==> config.mk <==
export PLATFORM = sky130hd
export DESIGN_NAME = fft_out_serializer
export DESIGN_NICKNAME = d
export VERILOG_FILES = /design/src/rtl/fft_pkg.sv /design/src/rtl/fft_bitrev_idx.sv /design/src/rtl/fft_out_serializer.sv
export SDC_FILE = /design/constraint.sdc
export NUM_CORES = 1
export LEC_CHECK = 0
export ABC_AREA = 0
export BUFFER_PORTS_ARGS = -buffer_cell sky130_fd_sc_hd__buf_2
export CAP_MARGIN = 10
export CORE_AREA = 2 2 421 423
export CTS_BUF_LIST = sky130_fd_sc_hd__clkbuf_4 sky130_fd_sc_hd__clkbuf_8
export CTS_CLUSTER_DIAMETER = 50
export DETAILED_ROUTE_END_ITERATION = 16
export DIE_AREA = 0 0 423 425
export GPL_TIMING_DRIVEN = 0
export HOLD_SLACK_MARGIN = 0.02
export PLACE_DENSITY = 0.54
export SYNTH_ARGS = -nofsm -noshare
export SYNTH_HDL_FRONTEND = slang
export SYNTH_HIERARCHICAL = 1
export SYNTH_SLANG_ARGS = --single-unit
export TNS_END_PERCENT = 1
==> constraint.sdc <==
create_clock -name clk2 -period 2.3 [get_ports clk2]
set_input_delay 0.575 -clock clk2 [delete_from_list [all_inputs] [get_ports clk2]]
set_output_delay 0.575 -clock clk2 [all_outputs]
set_load 0.02 [all_outputs]
==> src/rtl/fft_pkg.sv <==
// fft_pkg: shared constants, FSM state encoding and index helpers for the FFT stages.
`timescale 1ns/1ps
package fft_pkg;

    localparam int unsigned FFT_PTS  = 32;
    localparam int unsigned FFT_LOG2 = 5;

    typedef enum logic {
        IDLE   = 1'b0,
        STREAM = 1'b1
    } fft_state_e;

    // Reverse the bit order of a 5-bit bin index.
    function automatic logic [FFT_LOG2-1:0] bitrev5(input logic [FFT_LOG2-1:0] idx);
        logic [FFT_LOG2-1:0] rev;
        rev = '0;
        for (int b = 0; b < int'(FFT_LOG2); b++) begin
            rev[FFT_LOG2-1-b] = idx[b];
        end
        return rev;
    endfunction

endpackage

==> src/rtl/fft_bitrev_idx.sv <==
// fft_bitrev_idx: purely combinational 5-bit bit-reversal index remapper.
`timescale 1ns/1ps
module fft_bitrev_idx
    import fft_pkg::*;
(
    input  logic [FFT_LOG2-1:0] idx,
    output logic [FFT_LOG2-1:0] idx_rev_c
);

    // Map a storage index to its bit-reversed counterpart.
    always_comb begin
        idx_rev_c = bitrev5(idx);
    end

endmodule

==> src/rtl/fft_out_serializer.sv <==
// fft_out_serializer: captures a full 32-bin FFT frame in one cycle and streams it
// out one bin per beat over valid/ready. Define FFT_OUT_BITREV_EN to read the
// buffer in bit-reversed order so bins leave in natural frequency order.
`timescale 1ns/1ps
module fft_out_serializer
    import fft_pkg::*;
#(
    parameter int unsigned N = 16,
    parameter int unsigned Q = 8
) (
    input  logic                  clk2,
    input  logic                  rst_n,
    input  logic                  load,
    input  logic [FFT_PTS*N-1:0]  in_re,
    input  logic [FFT_PTS*N-1:0]  in_im,
    output logic                  load_ready,
    output logic [N-1:0]          out_re,
    output logic [N-1:0]          out_im,
    output logic [FFT_LOG2-1:0]   out_idx,
    output logic                  out_valid,
    input  logic                  out_ready,
    output logic                  out_last
);

    // Q only documents the fixed-point format; reject a format with no integer bits.
    if (Q >= N) begin : g_bad_q
        $error("fft_out_serializer: Q must be smaller than N");
    end

    localparam logic [FFT_LOG2-1:0] LAST_IDX = FFT_LOG2'(FFT_PTS - 1);

    fft_state_e          state;
    fft_state_e          state_nxt;
    logic [FFT_LOG2-1:0] rd_cnt;
    logic [FFT_LOG2-1:0] rd_addr;
    logic [N-1:0]        buf_re [FFT_PTS];
    logic [N-1:0]        buf_im [FFT_PTS];
    logic                capture;
    logic                beat;

    assign capture = load && load_ready;
    assign beat    = out_valid && out_ready;

`ifdef FFT_OUT_BITREV_EN
    fft_bitrev_idx u_rd_map (
        .idx       (rd_cnt),
        .idx_rev_c (rd_addr)
    );
`else
    assign rd_addr = rd_cnt;
`endif

    // State register.
    always_ff @(posedge clk2 or negedge rst_n) begin
        if (!rst_n) begin
            state <= IDLE;
        end else begin
            state <= state_nxt;
        end
    end

    // Next-state logic: a capture always (re)starts a stream, the final beat ends it.
    always_comb begin
        state_nxt = state;
        case (state)
            IDLE: begin
                if (capture) state_nxt = STREAM;
            end
            STREAM: begin
                if (capture)                              state_nxt = STREAM;
                else if (beat && (rd_cnt == LAST_IDX))    state_nxt = IDLE;
            end
            default: state_nxt = IDLE;
        endcase
    end

    // Output logic: handshake flags decoded from registered state and out_ready.
    always_comb begin
        out_valid  = 1'b0;
        out_last   = 1'b0;
        load_ready = 1'b0;
        case (state)
            IDLE: begin
                load_ready = 1'b1;
            end
            STREAM: begin
                out_valid  = 1'b1;
                out_last   = (rd_cnt == LAST_IDX);
                load_ready = out_ready && (rd_cnt == LAST_IDX);
            end
            default: begin
                load_ready = 1'b1;
            end
        endcase
    end

    // Frame buffer and read counter; the counter holds on the final beat so
    // the outputs keep their last bin while idle.
    always_ff @(posedge clk2 or negedge rst_n) begin
        if (!rst_n) begin
            rd_cnt <= '0;
            for (int k = 0; k < int'(FFT_PTS); k++) begin
                buf_re[k] <= '0;
                buf_im[k] <= '0;
            end
        end else if (capture) begin
            rd_cnt <= '0;
            for (int k = 0; k < int'(FFT_PTS); k++) begin
                buf_re[k] <= in_re[k*N +: N];
                buf_im[k] <= in_im[k*N +: N];
            end
        end else if (beat && (rd_cnt != LAST_IDX)) begin
            rd_cnt <= rd_cnt + FFT_LOG2'(1);
        end
    end

    assign out_re  = buf_re[rd_addr];
    assign out_im  = buf_im[rd_addr];
    assign out_idx = rd_cnt;

endmodule

**After elaboration in Yosys (flattened, before gate mapping)**

Index checks and enable logic that the tools add are counted.

- Add/subtract/negate cells: 1
- Order comparisons: 1
- Equality and inequality tests: 2
- Multiplexer cells: 15
- Bitwise logic cells: 2
- Reduce and logical (&&, ||, !) cells: 6

Operator list:

| operator | count |
|---|---|
| 16-bit binary-select mux with 5-bit select | 2 |
| 16-bit 2-to-1 mux | 4 |
| 5-bit 2-to-1 mux | 2 |
| 6-bit greater-or-equal comparator, second input constant | 1 |
| 5-bit inverter with 6-bit output | 1 |
| 5-bit by 1-bit adder with 5-bit output, second input constant | 1 |
| 5-bit == test, second input constant | 1 |
| 1-bit logical AND | 5 |
| 1-bit 2-to-1 mux | 5 |
| 5-bit inequality test, second input constant | 1 |
| 1-bit case mux with 2 select lines | 2 |
| 2-bit nonzero test | 1 |
| 1-bit inverter | 1 |

- Bits in registers: 1,030
- Input port bits: 1,028
- Output and inout bits: 40
- Logic and storage cells: 93

**Logic depth before layout (Yosys ltp)**

- Depth after elaboration: 6
- Gate-level depth with buffers: 12
- Mapped depth without buffers: 7

**Least setup slack after synthesis**

No wires, ideal clock.

- Kind: reg2reg
- From: register rd_cnt[2], in the netlist out_idx[2]
- To: register buf_im[417] in the netlist's numbering
- Arrival: 2.550 ns
- Required time: 2.175 ns
- Path slack: -0.375 ns
- Cell stages (with the launch flop): 13
- Path buffers: 6
- Period minus slack after synthesis: 2.675 ns
- Cell sequence: dfrtp_1 > buf_2 > buf_2 > and3_1 > ha_1 > nand2_1 > nand2_1 > and2_1 > clkbuf_1 > buf_6 > buf_6 > buf_6 > mux2_2

- Cells in the longest elaborated chain, start to end: 4

RTL lines:

| what | RTL line | source |
|---|---|---|
| start: declaration | fft_out_serializer.sv:34 | `logic [FFT_LOG2-1:0] rd_cnt;` |
| start signal: assignment | fft_out_serializer.sv:113 | `rd_cnt <= rd_cnt + FFT_LOG2'(1);` |
| 5-bit == test | fft_out_serializer.sv:89 | `load_ready = out_ready && (rd_cnt == LAST_IDX);` |
| 1-bit logical AND | fft_out_serializer.sv:89 |  |
| 1-bit case mux with 2 select lines | fft_out_serializer.sv:82 | `case (state)` |
| via load_ready | fft_out_serializer.sv:16 | `output logic load_ready,` |
| 1-bit logical AND | fft_out_serializer.sv:41 | `assign capture = load && load_ready;` |
| end signal: indexed assignment | fft_out_serializer.sv:110 | `buf_im[k] <= in_im[k*N +: N];` |
| end: declaration | fft_out_serializer.sv:37 | `logic [N-1:0] buf_im [FFT_PTS];` |

The timed path passes the listed nets, and every way through them passes these cells.
A chain may end at the register's enable or synchronous reset.

**Final worst setup path**

- From: register rd_cnt[0], in the netlist out_idx[0]
- To: output port out_im[13]

- Cells in the longest elaborated chain, start to end: 4

RTL lines:

| what | RTL line | source |
|---|---|---|
| 5-bit inverter with 6-bit output (not written as such) | fft_out_serializer.sv:118 | `assign out_im = buf_im[rd_addr];` |
| 16-bit binary-select mux with 5-bit select | fft_out_serializer.sv:118 |  |
| 16-bit 2-to-1 mux (not written as such) (2 in series) | fft_out_serializer.sv:118 |  |
| end: declaration | fft_out_serializer.sv:18 | `output logic [N-1:0] out_im,` |

Every way passes these cells. The select of a mux whose other input is x is not followed.

==> impl_metrics.tcl <==
set metrics [dict create \
    outcome "complete, but fails checks" \
    failed_checks "hold timing, setup timing" \
    dp_cells 6267 \
    row_count 154 \
    grt_antenna_before_repair 63 \
    netlist_area_mm2 0.0465 \
    regArea_mm2 0.0258 \
    ant_nets 0 \
    hold_violations 110 \
    nets 6220 \
    syn_nets 3876 \
    clk_pin_slew_ns 0.06 \
    syn_inst 2846 \
    combinationalPowerShare 0.437 \
    pre_cts_slack_ns -2.60 \
    vias_per_cell 4.76 \
    layout_commonest_cell "buf_2" \
    ys_seq_area_frac 0.554 \
    clk_latency_ns 0.99 \
    fin_hold_ws_ns -0.374 \
    crit_start "out_idx[0]$_DFFE_PN0P_" \
    nFillCells 16300 \
    drc 0 \
    cp_slowest_stage_delay_ns 0.52 \
    fp.dieW_um 423 \
    final_cells 7737 \
    power_frac_clock 0.221 \
    clock.fmax_mhz 251 \
    wl_um 228000 \
    max_slew_margin 0.332 \
    wl_per_cell_um 29.5 \
    p_sw_frac 0.372 \
    first_global_vias 39900 \
    grt_max_degree 160 \
    grt_setup_unrepaired "true" \
    path_max_fanout 7 \
    cp_slowest_cell "mux4_2" \
    cp.required_ns 1.73 \
    ir_drop_v 0.000597 \
    arrival_ns 3.41 \
    p_per_area_mw_per_mm2 1300 \
    grt-ovfl-total 0 \
    ys_types 32 \
    finClkSkew_ns 0.0568 \
    drv_cap 0 \
    period_minus_slack_ns 3.98 \
    track_usage 0.249 \
    numPortBuffers 1067 \
    r2r_setup_slack_ns -0.48 \
    fin_ws_ns -1.68 \
    critPathLaunchType "register" \
    coreArea_mm2 0.175 \
    p_leak_nw 32.1 \
    dieArea_mm2 0.180 \
    cts_hold_buf 1026 \
    fin_crit_sh 1.73 \
    design_area_mm2 0.0725 \
    clock_sinks 1030 \
    io-pin-count 1068 \
    avgSynthCellArea_um2 16.3 \
    pwr-share-seq 0.342 \
    numCtsBuffers 195 \
    detailed_place_hpwl_um 175000 \
    start_util 0.265 \
    yosysWarnings 6 \
    crit_type "register to output port" \
    grt_first_pass_wirelength_um 311000 \
    final_cell_mix "1060 x buf_2, 1027 x dfrtp_1, 1026 x dlygate4sd3_1" \
    htree_levels 4 \
    finalWeightedCongestion 0.866 \
    hold_path.class "primary input to async pin" \
    die_y_um 425 \
    clk_path_buf_depth 3 \
    tightestPinTransition_ns 1.00 \
    cts_tree "done" \
    p_int_w 0.0592 \
    placed_area_mm2 0.0554 \
    r2r_start "out_idx[2]$_DFFE_PN0P_" \
    final-setup-viol-count 1059 \
    dr.pass1.iters 5 \
    drive_gt1_frac 0.524 \
    multi_input_comb_area_mm2 0.0200 \
    drv_slew 0 \
    cts-root-buf "clkbuf_8" \
    via_count 36800 \
    end_kind "output port" \
    synth-seq-cells 1030 \
    p_switching_w 0.0351 \
    drtIter0Drc 2383 \
    cp_cell_sequence "buf_12 -> buf_16 -> buf_16 -> buf_4 -> mux4_2 -> a22oi_2 -> a22oi_2 -> buf_2" \
    area_growth_pct 55.8 \
]
-- worst paths after layout --
path,endpoint,depth (start not counted)
hold / removal,buf_re[237]$_DFFE_PN0P_,1
max in group asynchronous,buf_im[394]$_DFFE_PN0P_,4
min in group clk2,out_idx[0]$_DFFE_PN0P_,5
setup / recovery,out_im[13],8
hold reg to reg,buf_re[209]$_DFFE_PN0P_,1
setup reg to reg,buf_im[394]$_DFFE_PN0P_,12
-- critical path: cells and delay by family (launching register included) --
| kind | cells | cell delay [ns] |
|---|---|---|
| compound gates | 2 | 0.64 |
| buf+inv | 5 | 0.85 |
| flops | 1 | 0.38 |
| mux | 1 | 0.52 |
-- cell usage after synthesis --
library cell / instances / area [µm²]
buf_1: 9 / 33.8
and2_1: 2 / 12.5
a2bb2oi_1: 1 / 8.76
o221ai_1: 32 / 280
buf_4: 12 / 90.1
and3_1: 1 / 6.26
nand4_1: 1 / 6.26
nor2b_1: 3 / 18.8
nand2_1: 3 / 11.3
nand3b_1: 1 / 7.51
xnor2_1: 1 / 8.76
xor2_1: 2 / 17.5
nor2_1: 5 / 18.8
a22oi_1: 95 / 713
nor4_1: 2 / 12.5
mux2_1: 255 / 2870
mux2_2: 769 / 8660
mux4_2: 191 / 4300
buf_6: 123 / 1390
nand2b_1: 1 / 6.26
nor3b_1: 1 / 7.51
dfrtp_1: 1030 / 25800
a21oi_1: 32 / 160
nand3_1: 3 / 15.0
clkbuf_1: 43 / 161
a211oi_1: 31 / 233
buf_2: 29 / 145
o22ai_1: 31 / 194
ha_1: 2 / 25.0
and3b_1: 2 / 17.5
nor2_2: 1 / 6.26
mux2i_1: 132 / 1320
-- metrics by stage --
stage               utilization  total power, W  setup TNS [ns]
finish                    0.414          0.0943         -420.50
global route              0.413          0.0986         -488.30
CTS                       0.411          0.0945         -489.04
detailed placement        0.316          0.0681         -946.52
global placement          0.314          0.0672               -
floorplan                     -          0.0517          -18.67
-- cell families (layout without fill, tap and decap cells) --
| group | count (synthesis) | after routing | share of synthesized area |
|---|---|---|---|
| adder cells (fa/ha/maj) | 2 | 2 | 0.000538 |
| XOR/XNOR | 3 | 3 | 0.000565 |
| AND/OR/NAND/NOR | 26 | 26 | 0.00315 |
| multiplexers | 1347 | 1347 | 0.369 |
| flip-flops | 1030 | 1030 | 0.554 |
| buffers and inverters | 216 | 2715 | 0.0390 |
| AO/OA/AOI/OAI | 222 | 222 | 0.0341 |
| other | 0 | 52 | 0 |
-- repair_timing --
action | in CTS | in global routing
gates cloned | 2 | 1
pin swaps | 41 | 20
endpoints found under the setup margin | 1067 | 1071
buffers inserted | 30 | 7
gates resized for setup | 375 | 76
hold endpoints to repair | 1135 | 110
-- layout make-up --
cell class              instances  area share
clock inverters                50     0.00978
well taps                    2340      0.0404
plain buffers                 216      0.0372
clock buffers                 302      0.0522
repair buffers               2147       0.227
flip-flops and latches       1030       0.356
diodes                         52     0.00179
multi-input cells            1600       0.276
-- registers in the layout, indices dropped and copies added, names as in the netlist --
| name | cells |
|---|---|
| out_idx | 5 |
| state | 1 |
| buf_im | 512 |
| buf_re | 512 |
-- power by group through the flow --
stage	Combinational, W	Sequential (W)	Clock (W)
after floorplan	0.0217	0.0299	0
after global placement	0.0352	0.0321	0
after detailed placement	0.0358	0.0323	0
after CTS	0.0413	0.0321	0.0212
after global routing	0.0434	0.0332	0.0220
final	0.0412	0.0322	0.0208
-- metal layers --
metal,share of wire,vias to the layer above,track usage
met1,0.39,19300,0.295
met5,0.00038,-,0
met4,0.043,14,0.107
met2,0.51,1455,0.438
met3,0.052,434,0.0491
li1,-,15600,-
(Power assumes the default switching activity.)
